`config.mk`:
```
export PLATFORM = sky130hd
export DESIGN_NAME = muldiv_unit
export DESIGN_NICKNAME = d
export VERILOG_FILES = /design/src/rtl/muldiv_unit.sv
export SDC_FILE = /design/constraint.sdc
export NUM_CORES = 1
export LEC_CHECK = 0
export CAP_MARGIN = 20
export CELL_PAD_IN_SITES_DETAIL_PLACEMENT = 1
export CELL_PAD_IN_SITES_GLOBAL_PLACEMENT = 2
export CORE_UTILIZATION = 33
export DETAILED_ROUTE_END_ITERATION = 10
export PLACE_DENSITY_LB_ADDON = 0.05
export SLEW_MARGIN = 20
export SYNTH_ARGS = -nofsm -noshare
export SYNTH_HDL_FRONTEND = slang
export SYNTH_SLANG_ARGS = --single-unit
```
`constraint.sdc`:
```
create_clock -name CLK -period 3.25 [get_ports CLK]
set_input_delay 0.65 -clock CLK [delete_from_list [all_inputs] [get_ports CLK]]
set_output_delay 0.65 -clock CLK [all_outputs]
set_load 0.02 [all_outputs]
```
`src/rtl/muldiv_unit.sv`:
```
// rtl/muldiv_unit.sv - iterative 32-bit MULT/MULTU/DIV/DIVU unit with HI/LO result registers
module muldiv_unit (
    input  logic        CLK,
    input  logic        nRST,
    input  logic        start,
    input  logic [1:0]  op,
    input  logic [31:0] A,
    input  logic [31:0] B,
    input  logic        cancel,
    output logic        busy,
    output logic        done,
    output logic [31:0] hi,
    output logic [31:0] lo,
    output logic        divzero
);

    typedef enum logic [1:0] {
        S_IDLE = 2'd0,
        S_RUN  = 2'd1,
        S_FIX  = 2'd2
    } state_t;

    localparam logic [1:0] OP_MULT = 2'b00;
    localparam logic [1:0] OP_DIV  = 2'b10;

    state_t      state_q, state_d;
    logic [1:0]  op_q, op_d;
    logic        sa_q, sa_d;
    logic        sb_q, sb_d;
    // sreg: bits consumed one per cycle (multiplier LSB-first, dividend MSB-first)
    // oper: stationary operand (multiplicand or divisor)
    logic [31:0] sreg_q, sreg_d;
    logic [31:0] oper_q, oper_d;
    logic [63:0] acc_q, acc_d;
    logic [4:0]  count_q, count_d;
    logic [31:0] a_orig_q, a_orig_d;
    logic        bzero_q, bzero_d;
    logic [31:0] hi_q, hi_d;
    logic [31:0] lo_q, lo_d;
    logic        busy_q, busy_d;
    logic        done_q, done_d;
    logic        divzero_q, divzero_d;

    logic        signed_op;
    logic [31:0] mag_a;
    logic [31:0] mag_b;
    logic [32:0] mul_sum;
    logic [32:0] rem_shift;
    logic [32:0] trial;
    logic [63:0] prod;
    logic [31:0] quot;
    logic [31:0] rem;

    always_comb begin
        state_d   = state_q;
        op_d      = op_q;
        sa_d      = sa_q;
        sb_d      = sb_q;
        sreg_d    = sreg_q;
        oper_d    = oper_q;
        acc_d     = acc_q;
        count_d   = count_q;
        a_orig_d  = a_orig_q;
        bzero_d   = bzero_q;
        hi_d      = hi_q;
        lo_d      = lo_q;
        divzero_d = divzero_q;
        done_d    = 1'b0;

        signed_op = ~op[0];
        mag_a     = (signed_op && A[31]) ? (32'd0 - A) : A;
        mag_b     = (signed_op && B[31]) ? (32'd0 - B) : B;

        mul_sum   = {1'b0, acc_q[63:32]} + (sreg_q[0] ? {1'b0, oper_q} : 33'd0);
        rem_shift = {acc_q[63:32], sreg_q[31]};
        trial     = rem_shift - {1'b0, oper_q};

        prod = (op_q == OP_MULT && (sa_q ^ sb_q)) ? (64'd0 - acc_q) : acc_q;
        quot = (op_q == OP_DIV && (sa_q ^ sb_q)) ? (32'd0 - acc_q[31:0]) : acc_q[31:0];
        rem  = (op_q == OP_DIV && sa_q) ? (32'd0 - acc_q[63:32]) : acc_q[63:32];

        case (state_q)
            S_IDLE: begin
                if (start) begin
                    op_d      = op;
                    sa_d      = signed_op & A[31];
                    sb_d      = signed_op & B[31];
                    sreg_d    = op[1] ? mag_a : mag_b;
                    oper_d    = op[1] ? mag_b : mag_a;
                    acc_d     = 64'd0;
                    count_d   = 5'd0;
                    a_orig_d  = A;
                    bzero_d   = (B == 32'd0);
                    divzero_d = 1'b0;
                    state_d   = S_RUN;
                end
            end
            S_RUN: begin
                if (cancel) begin
                    state_d = S_IDLE;
                end else begin
                    if (op_q[1]) begin
                        // restoring step: keep the trial result only when it did not go negative
                        if (!trial[32]) begin
                            acc_d = {trial[31:0], acc_q[30:0], 1'b1};
                        end else begin
                            acc_d = {rem_shift[31:0], acc_q[30:0], 1'b0};
                        end
                        sreg_d = {sreg_q[30:0], 1'b0};
                    end else begin
                        acc_d  = {mul_sum, acc_q[31:1]};
                        sreg_d = {1'b0, sreg_q[31:1]};
                    end
                    if (count_q == 5'd31) begin
                        state_d = S_FIX;
                    end else begin
                        count_d = count_q + 5'd1;
                    end
                end
            end
            S_FIX: begin
                state_d = S_IDLE;
                if (!cancel) begin
                    done_d = 1'b1;
                    if (!op_q[1]) begin
                        hi_d = prod[63:32];
                        lo_d = prod[31:0];
                    end else if (bzero_q) begin
                        hi_d      = a_orig_q;
                        lo_d      = 32'hFFFF_FFFF;
                        divzero_d = 1'b1;
                    end else begin
                        hi_d = rem;
                        lo_d = quot;
                    end
                end
            end
            default: begin
                state_d = S_IDLE;
            end
        endcase

        busy_d = (state_d != S_IDLE);
    end

    always_ff @(posedge CLK or negedge nRST) begin
        if (!nRST) begin
            state_q   <= S_IDLE;
            op_q      <= 2'd0;
            sa_q      <= 1'b0;
            sb_q      <= 1'b0;
            sreg_q    <= 32'd0;
            oper_q    <= 32'd0;
            acc_q     <= 64'd0;
            count_q   <= 5'd0;
            a_orig_q  <= 32'd0;
            bzero_q   <= 1'b0;
            hi_q      <= 32'd0;
            lo_q      <= 32'd0;
            busy_q    <= 1'b0;
            done_q    <= 1'b0;
            divzero_q <= 1'b0;
        end else begin
            state_q   <= state_d;
            op_q      <= op_d;
            sa_q      <= sa_d;
            sb_q      <= sb_d;
            sreg_q    <= sreg_d;
            oper_q    <= oper_d;
            acc_q     <= acc_d;
            count_q   <= count_d;
            a_orig_q  <= a_orig_d;
            bzero_q   <= bzero_d;
            hi_q      <= hi_d;
            lo_q      <= lo_d;
            busy_q    <= busy_d;
            done_q    <= done_d;
            divzero_q <= divzero_d;
        end
    end

    assign busy    = busy_q;
    assign done    = done_q;
    assign hi      = hi_q;
    assign lo      = lo_q;
    assign divzero = divzero_q;

endmodule
```
# [Yosys cells after proc, flatten, opt, wreduce, memory -nomap -nowiden]
# Cells that the tools add are included.
[op_classes] add_sub_neg=8 n_eq_ne=10 n_mux=36 bitwise_logic=5 n_reduce_logical=16
[ops] op="2-to-1 mux 32 bit" count=14
[ops] op="2-to-1 mux 64 bit" count=5
[ops] op="one-hot mux 64 bit (2 select lines)" count=1
[ops] op="subtractor 1 x 32 -> 32 bit, first input constant" count=4
[ops] op="one-hot mux 32 bit (2 select lines)" count=1
[ops] op="subtractor 1 x 64 -> 64 bit, first input constant" count=1
[ops] op="adder 32 x 32 -> 33 bit" count=1
[ops] op="subtractor 33 x 32 -> 33 bit" count=1
[ops] op="logical NOT 32 bit" count=1
[ops] op="2-to-1 mux 5 bit" count=3
[ops] op="!= test 2 bit, second input constant" count=6
[ops] op="one-hot mux 5 bit (2 select lines)" count=1
[ops] op="2-to-1 mux 1 bit" count=6
[ops] op="2-to-1 mux 2 bit" count=3
[ops] op="nonzero test 2 bit" count=3
[ops] op="adder 5 x 1 -> 5 bit, second input constant" count=1
[ops] op="equality test 5 bit, second input constant" count=1
[ops] op="logical AND 1 bit" count=5
[ops] op="AND reduction 5 bit" count=1
[ops] op="equality test 2 bit, second input constant" count=2
[ops] op="logical NOT 2 bit" count=2
[ops] op="one-hot mux 2 bit (2 select lines)" count=1
[ops] op="AND reduction 2 bit" count=2
[ops] op="AND reduction 4 bit" count=1
[ops] op="6 further kinds" count=8
[totals] reg_bits=239 input_bits=70 output_inout_bits=67 elab_cells=90

# [Depth between registers and ports, before layout]
# Gate-level depths: netlist (run 1).
[depth] depth_word=6 depth_mapped=15 depth_no_buf=14

# [Worst setup path before layout (run 1)]
# No wires, ideal clock.
[synth_timing] kind="register to register" start="register sreg_q[0]" end="register acc_q[57]" arrival_ns=3.178 required_time_ns=3.115 path_slack_ns=-0.063 path_stages_with_launch=16 path_buffers=1 synth_period_minus_slack_ns=3.313 path_cell_list="dfrtp_1 -> clkbuf_1 -> and2_1 -> ha_1 -> inv_1 -> fa_1 -> nand2b_1 -> a21oi_1 -> o41ai_1 -> o21ai_0 -> a31oi_1 -> o21ai_0 -> a41oi_1 -> xnor2_1 -> a22oi_1 -> o211ai_1"
[synth_between] elab_chain_cells=5
[synth_rtl] element="start: declaration" line_no="32" text="logic [31:0] sreg_q, sreg_d;"
[synth_rtl] element="start signal: assignment" line_no="168" text="sreg_q <= sreg_d;"
[synth_rtl] element="2-to-1 mux 32 bit" line_no="74" text="mul_sum = {1'b0, acc_q[63:32]} + (sreg_q[0] ? {1'b0, oper_q} : 33'd0);"
[synth_rtl] element="adder 32 x 32 -> 33 bit" line_no="74"
[synth_rtl] element="2-to-1 mux 64 bit" line_no="102" text="if (op_q[1]) begin"
[synth_rtl] element="2-to-1 mux 64 bit" line_no="99" text="if (cancel) begin"
[synth_rtl] element="one-hot mux 64 bit (2 select lines)" line_no="82" text="case (state_q)"
[synth_rtl] element="end signal: assignment" line_no="154" text="acc_q <= 64'd0;"
[synth_rtl] element="end signal: assignment" line_no="170" text="acc_q <= acc_d;"
[synth_rtl] element="end: declaration" line_no="34" text="logic [63:0] acc_q, acc_d;"
# Every way passes these cells. The select of a mux whose other input is x is not followed.
# A chain may end at the register's enable or synchronous reset.

# [Worst setup path in the final report (run 1)]
[layout_timing] start="register oper_q[0]" end="register acc_q[41]"
[layout_between] elab_chain_cells=5 elab_cells_between_ends=7 classes_between="add/sub: 2; mux: 5"
[layout_rtl] element="start: declaration" line_no="33" text="logic [31:0] oper_q, oper_d;"
[layout_rtl] element="start signal: assignment" line_no="169" text="oper_q <= oper_d;"
[layout_rtl] element="subtractor 33 x 32 -> 33 bit or 2-to-1 mux 32 bit (tied branches)" line_no="76, 74"
[layout_rtl] element="2-to-1 mux 64 bit or adder 32 x 32 -> 33 bit (tied branches)" line_no="104, 74"
[layout_rtl] element="2-to-1 mux 64 bit (*)" line_no="102"
[layout_rtl] element="2-to-1 mux 64 bit (*)" line_no="99"
[layout_rtl] element="one-hot mux 64 bit (2 select lines) (*)" line_no="82"
# Every way passes the cells marked *; elsewhere a longest branch is shown, timed or not. The select of a mux whose other input is x is not followed.

==> results.yml, run 1 <==
run_status:
  status: "finished with violations"
  violations: "negative setup slack"
final_layout:
  fin_nets: 2751
  fill_cells: 6420
  area_growth_pct: 32.6
  drive_gt1_share_pct: 19.3
  finish.instance_area_um2: 23900
  fin_util_pct: 44.3
  num_antenna_cells: 0
global_route:
  grt_pass1_vias: 18800
  grt_first_pass_wirelength_mm: 115
  antenna_found_initial: 1
  grt_remaining_overflow: 0
  grt_start_max_net_pins: 77
  grt_use_total_pct: 27.2
drt:
  antenna_left: 0
  route.detailed.drc: 0
  wirelength_mm: 76.1
  drt-vias-per-instance: 5.41
  vias: 18000
  drt-initial-drc-count: 1050
  dr.pass1.iters: 5
  routedWlPerCell_um: 22.9
setup_path:
  path_class: "reg2reg"
  cp_data_arrival_time_ns: 3.71
  crit_fanout: 10
  startpoint_type: "flip-flop"
  setup.worst_path.end_class: "flip-flop"
  crit_required_ns: 3.64
synthesis:
  syn_nets: 2396
  yosysSeqAreaShare_pct: 33.2
  ys_ff_latch: 239
  synth_ff_type: "dfrtp_1"
  synth_edf_count: 0
  async_flop_share_pct: 100
  syn-cell-area_um2: 18000
  ys_warn_count: 0
  syn_area_per_cell_um2: 7.99
  synth_cells: 2254
  yosysUniqueCellTypes: 78
cts:
  clk_latency_ns: 0.55
  cts_buffer_depth: 3
  cts_tree: "built"
  h-tree-depth: 2
  clk_pin_slew_ns: 0.06
  cts.sinks: 239
  cts_buffers: 34
  cts-root-buf: "clkbuf_16"
  hold_buffers: 0
sta:
  rsz0062_at_grt: "true"
  fmax_mhz: 301
  period_share_pct: 102
  setup_slack_ns: -0.0703
  hold_ws_ns: 0.0243
  period_minus_slack_ns: 3.32
  tightest_slew_ns: 0.851
  maxSlewHeadroom_pct: 43.2
  hold_viol_final: 0
  slew_violations: 0
  setup_viol: 9
  fin_tns_setup_ns: -0.380
  clock_skew_ns: 0.0140
power:
  p_total_mw: 19.4
  ir_drop_uv: 363
  powerDensity_nw_per_um2: 810
  p_leak_nw: 10.7
place:
  numPortBuffers: 136
  dp_hpwl_mm: 58.9
  place_area_um2: 22200
  gp_congestion: 0.925
die:
  fp.dieW_um: 236
  io_pins: 137
  start_util_pct: 33.4
  die-area_um2: 55500
  rows: 85
  die_h_um: 236
  coreArea_um2: 53900
flow_run:
  drv_cap: 0
worst_hold_path:
  hold_path_class: "in2async"
[placed cells by master (no fill, tap or decap), drive strengths merged, types with 70 or more instances in the layout]
cell type	n
xnor2	107
ha	70
nor2	232
nand2	309
dfrtp	239
buf	332
a21oi	243
clkdlybuf4s50	130
xor2	99
mux2i	109
o21ai	208
[path summary, 6_finish.rpt]
kind / start / cells after the start / slack, ns / end
worst min-delay path: nRST / 1 / 0.02 / acc_q[58]$_DFFE_PN0P_
worst max register to register: oper_q[0]$_DFFE_PN0P_ / 14 / -0.07 / acc_q[41]$_DFFE_PN0P_
min in group CLK: hi[0]$_DFFE_PN0P_ / 2 / 0.48 / hi[0]$_DFFE_PN0P_
worst min register to register: hi[0]$_DFFE_PN0P_ / 2 / 0.48 / hi[0]$_DFFE_PN0P_
max in group asynchronous: nRST / 2 / 2.43 / acc_q[17]$_DFFE_PN0P_
worst max-delay path: oper_q[0]$_DFFE_PN0P_ / 14 / -0.07 / acc_q[41]$_DFFE_PN0P_
[synthesized netlist by cell type (42+ instances only)]
| cell type | number | share of area [%] |
|---|---|---|
| and2_1 | 42 | 1.5 |
| mux2i_1 | 109 | 6.1 |
| ha_1 | 70 | 4.9 |
| a21oi_1 | 243 | 6.8 |
| nor2_1 | 232 | 4.8 |
| inv_1 | 62 | 1.3 |
| xnor2_1 | 106 | 5.2 |
| xor2_1 | 99 | 4.8 |
| clkbuf_1 | 124 | 2.6 |
| o21ai_0 | 200 | 5.6 |
| nand2_1 | 309 | 6.4 |
| dfrtp_1 | 239 | 33 |
[repair_timing]
item	4_1_cts	5_1_grt
pin swaps	24	33
endpoints found under the setup margin	52	68
buffers inserted	15	7
gates resized for setup	51	64
[sequential cells by signal, indices dropped and copies added, names as in the netlist]
| register | flops |
|---|---|
| a_orig_q | 32 |
| acc_q | 64 |
| busy | 1 |
| bzero_q | 1 |
| count_q | 5 |
| divzero | 1 |
| done | 1 |
| hi | 32 |
| lo | 32 |
| op_q | 2 |
| oper_q | 32 |
| sa_q | 1 |
| sb_q | 1 |
| sreg_q | 32 |
| state_q | 2 |
[critical path: stages, from the launching register on]
cell      delay [ns]
dfrtp_2         0.44
ha_4            0.18
fa_2            0.34
nor2b_2         0.15
o31a_1          0.20
o211ai_1        0.18
and4bb_2        0.33
o31a_1          0.30
o21ai_4         0.21
xnor2_2         0.17
buf_12          0.18
buf_4           0.13
nor2_1          0.04
a21oi_1         0.17
o221ai_1        0.14
[power breakdown]
group | leakage [nW] | switching [mW] | internal (mW)
Sequential | 3.12 | 0.679 | 3.51
Combinational | 7.00 | 6.25 | 5.05
Clock | 0.552 | 1.55 | 2.31
[stage by stage]
| stage | cells | worst slack, ns |
|---|---|---|
| 3_3_place_gp | 3248 | -0.706 |
| 2_1_floorplan | 2254 | 0.0114 |
| 6_report | 3328 | -0.0703 |
| 3_5_place_dp | 3248 | -0.734 |
| 5_1_grt | 3328 | -0.164 |
| 4_1_cts | 3321 | -0.0737 |
[cell families after synthesis]
group / synth area share [%]
flip-flops: 33.2
AO/OA/AOI/OAI: 21.2
multiplexers: 6.62
adder cells (fa/ha/maj): 5.09
AND/OR/NAND/NOR: 19.4
XOR/XNOR: 10.1
buffers and inverters: 4.43
[final cells by class]
cell class                 instances  area (um^2)  area share [%]
clock inverter                    13          169           0.707
clock buffer                      46          956            4.00
tap                              696          871            3.65
timing repair buffer             466         4010            16.8
multi-input combinational       1805        11600            48.8
inverter                          63          236           0.990
sequential                       239         5990            25.1
[per-layer routing]
layer	up-vias	GRT usage, %	wire (um)	part of all wire, %
li1	8587	-	-	-
met1	8971	36.0	34800	46
met2	341	45.6	36100	47
met3	109	3.73	2990	3.9
met4	0	8.75	2230	2.9
met5	-	0	0	0
Power figures use the tool's default switching activity.
==> run 2: changes to the inputs <==
--- a/config.mk
+++ b/config.mk
@@ -8,6 +8,8 @@
 export CAP_MARGIN = 20
 export CELL_PAD_IN_SITES_DETAIL_PLACEMENT = 1
 export CELL_PAD_IN_SITES_GLOBAL_PLACEMENT = 2
+export CORE_ASPECT_RATIO = 0.9
+export CORE_MARGIN = 2
 export CORE_UTILIZATION = 33
 export DETAILED_ROUTE_END_ITERATION = 10
 export PLACE_DENSITY_LB_ADDON = 0.05
==> run 2 against run 1 <==
  * The run still ends with negative setup slack left
  * Fmax fell by 0.32%
  * Total power rose by 8.2%
  * Cell count rose by 2.3%
  * Sequential power barely moved
  * Sequential share of layout area fell by 1.0 points
  * Non-clock buffer count rose by 71
  * Wire length rose by 5.5%
  * Via count rose by 3.1%
  * Largest cell class unchanged
  * Largest power group unchanged
==> results.yml, run 2 (same netlist as run 1, synthesis figures left out) <==
power:
  ir_drop_uv: 407
  powerDensity_nw_per_um2: 841
  p_leak_nw: 11.1
drt:
  wirelength_mm: 80.3
  drt-initial-drc-count: 1094
  routedWlPerCell_um: 23.6
  drt-vias-per-instance: 5.46
  vias: 18600
  route.detailed.drc: 0
  dr.pass1.iters: 5
  antenna_left: 0
place:
  place_inst: 3315
  dp_hpwl_mm: 61.4
  gp_congestion: 0.936
  post-place-ws_ns: -0.596
  numPortBuffers: 136
sta:
  hold_ws_ns: 0.485
  maxSlewHeadroom_pct: 26.0
  setup_viol: 14
  period_minus_slack_ns: 3.33
  rsz0062_at_grt: "true"
  clock_skew_ns: 0.0197
  slew_violations: 0
  setup_slack_ns: -0.0810
  tightest_slew_ns: 1.11
  fmax_mhz: 300
  hold_viol_final: 0
  period_share_pct: 102
setup_path:
  crit_required_ns: 3.73
  path_class: "reg2reg"
  crit_fanout: 5
  setup.worst_path.end_class: "flip-flop"
  cp_data_arrival_time_ns: 3.81
  startpoint_type: "flip-flop"
final_layout:
  fin_nets: 2818
  largest_reg_flops: 64
  layout_commonest_cell: "buf_4"
  area_growth_pct: 38.3
  final_cell_mix: "buf_4, nand2_1, dfrtp_1"
  regMostFlops: "acc_q"
  fin_cells: 3403
  drive_gt1_share_pct: 23.4
global_route:
  grt_pass1_vias: 19300
  grt_remaining_overflow: 0
  grt_first_pass_wirelength_mm: 121
  antenna_found_initial: 3
  grt_start_max_net_pins: 64
  grt_use_total_pct: 27.9
die:
  die_h_um: 226
  die-area_um2: 56500
  io_pins: 137
  fp.dieW_um: 250
  rows: 81
  coreArea_um2: 54100
  start_util_pct: 33.3
cts:
  clk_pin_slew_ns: 0.06
  cts.sinks: 239
  cts-root-buf: "clkbuf_16"
  cts_buffers: 30
  clk_latency_ns: 0.60
  cts_buffer_depth: 3
  cts_tree: "built"
  h-tree-depth: 1
run_status:
  status: "finished with violations"
  violations: "negative setup slack"
flow_run:
  drv_cap: 0
worst_hold_path:
  hold_path_class: "reg2reg"
[run 2: changes by cell type in the layout (fill, tap and decap cells not counted), moves of 10 or more]
cell	delta
buf_4	+53
a21oi_1	-15
a21oi_2	+13
nor2_1	-13
buf_6	+12
o21ai_0	-10
[run 2: report_power, final]
part           internal (mW)  leakage, nW  switching, mW
Clock                   2.16        0.496           1.46
Sequential              3.51         3.12          0.647
Combinational           6.00         7.44           7.17
[run 2: worst paths after layout]
path	start	to	slack (ns)	depth (start not counted)
worst max-delay path	oper_q[21]$_DFFE_PN0P_	acc_q[61]$_DFFE_PN0P_	-0.08	15
worst min-delay path	a_orig_q[0]$_DFFE_PN0P_	a_orig_q[0]$_DFFE_PN0P_	0.48	2
worst max register to register	oper_q[21]$_DFFE_PN0P_	acc_q[61]$_DFFE_PN0P_	-0.08	15
worst min register to register	a_orig_q[0]$_DFFE_PN0P_	a_orig_q[0]$_DFFE_PN0P_	0.48	2
max in group asynchronous	nRST	acc_q[49]$_DFFE_PN0P_	1.92	3
min in group asynchronous	nRST	a_orig_q[13]$_DFFE_PN0P_	0.55	2
[run 2: metrics by stage]
stage	setup TNS [ns]	total power, mW	utilization [%]	instance area (um^2)
finish	-0.577	20.9	46.0	24900
CTS	-0.710	19.7	44.5	24100
detailed placement	-15.42	15.2	41.8	22600
floorplan	0	9.97	-	18000
global route	-3.11	22.1	46.0	24900
global placement	-12.26	14.9	41.8	22600
[run 2: cell type report]
cell class	instances	area (um^2)
diodes	1	2.50
fillers	6393	29200
repair buffers	537	4650
flip-flops and latches	239	5990
inverters	63	241
multi-input cells	1805	12100
well taps	705	882
clock buffers	43	830
clock inverters	10	186
[run 2: layer usage]
| metal | GRT usage, % | share of wire (%) | up-vias |
|---|---|---|---|
| met5 | 0 | 0 | - |
| met4 | 7.88 | 3.1 | 0 |
| met3 | 2.52 | 3.7 | 103 |
| met2 | 46.4 | 46 | 395 |
| met1 | 38.9 | 47 | 9344 |
| li1 | - | - | 8729 |
[run 2: timing repair]
| item | CTS | global route |
|---|---|---|
| endpoints found under the hold margin | 38 | 0 |
| setup endpoints to repair | 40 | 55 |
| hold buffers | 1 | 0 |
| buffers inserted | 13 | 21 |
| pin swaps | 25 | 74 |
| gates resized for setup | 85 | 153 |
| cloned | 1 | 0 |
[run 2: worst max-delay path, cell delays in order (launching register included)]
cell,delay (ns)
dfrtp_1,0.39
inv_1,0.06
ha_1,0.30
and4_4,0.25
nand3_1,0.12
a2bb2oi_2,0.18
buf_4,0.15
and4bb_1,0.24
o31a_1,0.37
o21ai_4,0.21
buf_6,0.15
xnor2_4,0.16
buf_6,0.20
buf_4,0.13
o31ai_2,0.05
a311oi_1,0.28
==> patch 1 (flow settings as in run 2) <==
`lo_q` no longer has a reset.
--- a/src/rtl/muldiv_unit.sv
+++ b/src/rtl/muldiv_unit.sv
@@ -156,7 +156,6 @@
             a_orig_q  <= 32'd0;
             bzero_q   <= 1'b0;
             hi_q      <= 32'd0;
-            lo_q      <= 32'd0;
             busy_q    <= 1'b0;
             done_q    <= 1'b0;
             divzero_q <= 1'b0;
@@ -172,11 +171,14 @@
             a_orig_q  <= a_orig_d;
             bzero_q   <= bzero_d;
             hi_q      <= hi_d;
-            lo_q      <= lo_d;
             busy_q    <= busy_d;
             done_q    <= done_d;
             divzero_q <= divzero_d;
         end
+    end
+
+    always_ff @(posedge CLK) begin
+        lo_q <= lo_d;
     end
 
     assign busy    = busy_q;
Formal check against the unedited RTL: no difference found for any inputs over 10 cycles, from zero or initial values and one cycle with nRST low; that may be too few to reach the edited logic, so the function may still have changed.
==> patch 1 against run 2 <==
  * Power rose by 0.68%
  * Design area rose by 0.33%
  * Setup slack improved by 0.022 ns
  * Sequential cell count did not move
  * Synthesized area rose by 3.6%
  * Largest power group unchanged
  * Wire length rose by 1.3%
  * Critical path depth fell by 3
  * The flow still finishes with violations (negative setup slack)
==> patch 1: results (changes against run 2) <==
Place
  – Post-place setup slack: -0.454 ns (+0.141 ns)
  – IO buf count: 136 (unchanged)
  – Routability cong.: 0.892 (-4.7%)
  – DP Area: 23000 um2 (+1.7%)
  – Post-DP HPWL: 62200 um (+1.3%)

Layout
  – Most flop-heavy register: acc_q
  – Filler Cell Count: 6646 (+4.0%)
  – Ratio of cells with drive above 1 in the final layout: 0.208 (-0.0254)
  – Nets: 2835 (+0.60%)
  – Diodes inserted: 0 (-1)
  – Number of flip-flops in the largest register: 64 (unchanged)

Routing
  – Drt initial violations: 970 (-11%)
  – Initial DRT Pass Iterations: 5 (unchanged)
  – Vias: 18900 (+1.6%)
  – Post-Route WL: 81400 um (+1.3%)

Worst setup path
  – CP delay by family, top: compound AO/OA/AOI/OAI gates
  – Worst Path Max Fanout: 6 (+1)
  – Slowest stage delay, CP: 0.52 ns (+0.13 ns)
  – Worst path arrival time: 3.83 ns (+0.02 ns)
  – CP max-delay cell: a2111oi_4

Clock network
  – CTS H-Tree Depth: 1 (unchanged)
  – Number of CTS-inserted buffers: 31 (+3.3%)
  – Clk buf depth: 3 (unchanged)
  – Clk_lat worst skew: 0.61 ns

Run status
  – Violated checks: negative setup slack
  – Status: complete, but fails checks

Timing
  – Clock skew: 0.0133 ns (-0.00640 ns)
  – Final worst setup slack: -0.0587 ns (+0.0223 ns)
  – Setup violators final: 2 (-12)
  – Max-slew headroom: 0.325 (+0.0659)

Logic synthesis
  – Top cells by count, synth: nand2_1 (351), a21oi_1 (216), nor2_1 (209)
  – Ys async rst share: 0.866 (-0.134)
  – Compound-gate portion of the synthesized area: 0.216 (+0.00410)
  – Synthesis Warnings: 0 (unchanged)
  – Sequential fraction of the synthesis area: 0.329 (-0.00295)
  – Main synth FF type: dfrtp_1
  – EDFF count, synth: 32 (+32)
  – Mux contribution to synthesized area: 0.0615 (-0.00471)
  – Synth top area cells: dfrtp_1 (28%), nand2_1 (7.1%), a21oi_1 (5.8%), mux2i_1 (5.4%), edfxtp_1 (5.1%)
  – Post-Synth XOR/XNOR Area: 0.0878 (-0.0128)
  – Syn Nets: 2474 (+3.3%)
  – Post-synthesis adder-cell area fraction: 0.0491 (-0.00177)
  – Yosys cell types: 89 (+14%)

Global route
  – Vias in the first global route: 19600 (+1.7%)
  – Initial antenna violation count: 1 (-2)
  – Global-route usage over all layers: 0.274 (-0.00524)
  – First-pass GRT wire length: 122000 um (+1.3%)
  – Largest net degree at the start of global routing: 127 (+98%)

Pwr
  – Sw Share: 0.457 (+0.0142)
  – Peak VDD IR: 466 uV (+14%)
  – Leakage: 0.0111 uW (+0.60%)

Min path
  – Hold crit path type: flip-flop to flip-flop
## patch 1: changes by cell type after synthesis, moves of 16 or more
cell / delta
nor2_1: -23
dfrtp_1: -32
edfxtp_1: +32
o31ai_1: +28
a21oi_1: -27
nand2_1: +42
xnor2_1: -16
nor3_1: +25
## patch 1: tightest hold or removal path, cell delays in order, from the launching register on
cell and delay, ns:
dfrtp_1 0.34, nand2_1 0.05, nand2_1 0.05
## patch 1: final timing paths
kind,from,end,slack [ns],cells after the start
max,sreg_q[0],acc_q[62],-0.06,12
min,a_orig_q[29],a_orig_q[29],0.48,2
max reg2reg,sreg_q[0],acc_q[62],-0.06,12
min reg2reg,a_orig_q[29],a_orig_q[29],0.48,2
max in group asynchronous,nRST,sb_q,1.84,3
min in group asynchronous,nRST,hi[18],0.57,2
## patch 1: cells by family after synthesis
logic type / count (synthesis)
AND/OR/NAND/NOR: 833
AO/OA/AOI/OAI: 663
flip-flops: 239
buffers and inverters: 225
XOR/XNOR: 187
multiplexers: 113
adder cells (fa/ha/maj): 72
## patch 1: routing by layer
| metal | vias up | routed length, um | GRT usage | share of wire |
|---|---|---|---|---|
| met5 | - | 0 | 0 | 0 |
| met4 | 0 | 2520 | 0.0799 | 0.031 |
| met3 | 100 | 3410 | 0.0345 | 0.042 |
| met2 | 349 | 37900 | 0.447 | 0.47 |
| met1 | 9456 | 37600 | 0.378 | 0.46 |
| li1 | 8957 | - | - | - |
## patch 1: timing repair
action,in CTS,in global routing
endpoints found under the setup margin,20,42
setup buffers,4,13
hold buffers,1,0
pin swaps,9,46
resized for setup,43,134
hold endpoints to repair,9,0
cloned,1,2
## patch 1: final cells by class
cell class | instances | area [um2] | area share
flip-flops and latches | 239 | 6150 | 0.246
well taps | 756 | 946 | 0.0378
clock inverters | 9 | 110 | 0.00441
inverters | 69 | 262 | 0.0105
clock buffers | 45 | 878 | 0.0351
repair buffers | 484 | 4290 | 0.172
multi-input cells | 1868 | 12400 | 0.494
## patch 1: stage by stage
stage	util	hold WS [ns]	total power, uW	TNS [ns]	cells
finish	0.448	0.476	21100	-0.0818	3470
global route	0.448	0.513	22400	-1.06	3470
CTS	0.435	0.473	19900	-0.0380	3457
detailed placement	0.412	0.458	16000	-6.52	3397
global placement	0.412	0.458	15800	-6.06	3397
floorplan	-	0.354	10900	0	2332
## patch 1: power by group through the flow
stage                     combinational [uW]  clock (uW)  sequential [uW]
after floorplan                         6940           0             3990
after global placement                 11500           0             4280
after detailed placement               11700           0             4290
after CTS                              12100        3540             4240
after global routing                   14400        3640             4330
final                                  13300        3460             4300
==> patch 2 (flow settings as in run 2) <==
Without the edit above. Remove the register `done_q`: a continuous assignment takes its place, so the output `done` follows one clock earlier.
--- a/src/rtl/muldiv_unit.sv
+++ b/src/rtl/muldiv_unit.sv
@@ -158,7 +158,6 @@
             hi_q      <= 32'd0;
             lo_q      <= 32'd0;
             busy_q    <= 1'b0;
-            done_q    <= 1'b0;
             divzero_q <= 1'b0;
         end else begin
             state_q   <= state_d;
@@ -174,10 +173,11 @@
             hi_q      <= hi_d;
             lo_q      <= lo_d;
             busy_q    <= busy_d;
-            done_q    <= done_d;
             divzero_q <= divzero_d;
         end
     end
+
+    assign done_q = done_d;
 
     assign busy    = busy_q;
     assign done    = done_q;
Formal check against the unedited RTL: no difference found for any inputs over 4 cycles, from zero or initial values and one cycle with nRST low; that may be too few to reach the edited logic, so the function may still have changed.
==> patch 2 against run 2 <==
  * The flow still finishes with violations (negative setup slack)
  * First-iteration DRC count increased by 7.6%
  * Final cell count barely moved
  * Setup slack worse by 0.00095 ns
  * Design area shrank 0.47%
  * Sequential cell count shrank 1
  * Power down 1.7%
  * Wire length shrank 0.44%
  * Utilization decreased by 0.22 points
  * Count of clock-buffer cells in the layout increased by 5
  * Synthesized area shrank 0.14%
  * Sequential power is essentially flat
  * Critical path type unchanged
  * Largest power group unchanged
==> patch 2: results (changes against run 2) <==
Clock network
  – Number of CTS-inserted buffers: 31 (+3.3%)

Place
  – Post-DP HPWL: 61100 um (-0.43%)
  – Placed Cells: 3292 (-0.69%)
  – Routability cong.: 0.901 (-3.7%)

Logic synthesis
  – Post-Synth XOR/XNOR Area: 0.101 (+0.000140)
  – Compound-gate portion of the synthesized area: 0.212 (+0.000295)
  – Synth Area per Inst: 7.98 um2 (about the same)
  – Mux contribution to synthesized area: 0.0663 (+0.0000921)
  – Top cells by count, synth: nand2_1 (309), a21oi_1 (243), dfrtp_1 (238)
  – Synth top area cells: dfrtp_1 (33%), a21oi_1 (6.8%), nand2_1 (6.4%), mux2i_1 (6.1%), o21ai_0 (5.6%)
  – Syn Nets: 2395 (-0.042%)
  – Post-synthesis adder-cell area fraction: 0.0509 (+0.0000707)

Global route
  – Largest net degree at the start of global routing: 92 (+44%)
  – Vias in the first global route: 19000 (-1.4%)
  – First-pass GRT wire length: 120000 um (-0.84%)

Worst setup path
  – Slowest stage delay, CP: 0.42 ns (+0.03 ns)
  – Worst Path Max Fanout: 6 (+1)
  – CP Launch Point: oper_q[0]

Run status
  – Violated checks: negative setup slack
  – Status: complete, but fails checks

Timing
  – Clock skew: 0.0287 ns (+0.00903 ns)
  – Setup violators final: 16 (+2)
  – Final worst setup slack: -0.0819 ns (-0.000947 ns)

Routing
  – Via density: 5.42 (-0.64%)

Pwr
  – Leakage: 0.0111 uW (about the same)

Layout
  – Diodes inserted: 0 (-1)

Min path
  – Hold Path Origin: lo[0]
==> patch 2: cell types whose count changed after synthesis <==
| cell | run 2 | this run |
|---|---|---|
| dfrtp_1 | 239 | 238 |
==> patch 2: area by class of cell <==
| class | count | area [um2] | area share |
|---|---|---|---|
| Clock inverter | 10 | 140 | 0.00565 |
| Sequential cell | 238 | 5970 | 0.241 |
| Tap cell | 705 | 882 | 0.0356 |
| Timing Repair Buffer | 532 | 4570 | 0.184 |
| Clock buffer | 48 | 950 | 0.0383 |
| Inverter | 63 | 239 | 0.00964 |
| Multi-Input combinational cell | 1805 | 12000 | 0.486 |
==> patch 2: kinds of logic after synthesis <==
family | after synthesis
simple gates | 762
mux | 118
fa+ha+maj | 72
buf+inv | 210
xor+xnor | 206
compound gates | 647
flops | 238
==> patch 2: worst max-delay path: cells and delay by family, from the launching register on <==
family | cells | cell delay, ns
adders and majority gates | 2 | 0.62
AOI/OAI and AO/OA | 6 | 1.07
xor gates and xnor gates | 1 | 0.07
and+or+nand+nor | 3 | 0.68
buffers and inverters | 3 | 0.41
DFF | 1 | 0.42
==> patch 2: metal layers <==
layer,up-vias,part of all wire,track usage
met4,0,0.037,0.0954
met1,9232,0.46,0.375
li1,8713,-,-
met5,-,0,0
met3,114,0.043,0.0394
met2,383,0.46,0.457
==> patch 2: where the power goes <==
| part | switching [uW] | internal (uW) | total (uW) |
|---|---|---|---|
| combinational | 6870 | 5810 | 12700 |
| clock | 1500 | 2240 | 3740 |
| sequential | 674 | 3500 | 4170 |
| total | 9040 | 11500 | 20600 |
==> patch 2: timing repair <==
action	4_1_cts	5_1_grt
resized for setup	90	128
hold buffers	1	0
endpoints found under the setup margin	38	48
buffers inserted	20	34
pin swaps	30	68
endpoints found under the hold margin	23	0
cloned	0	1
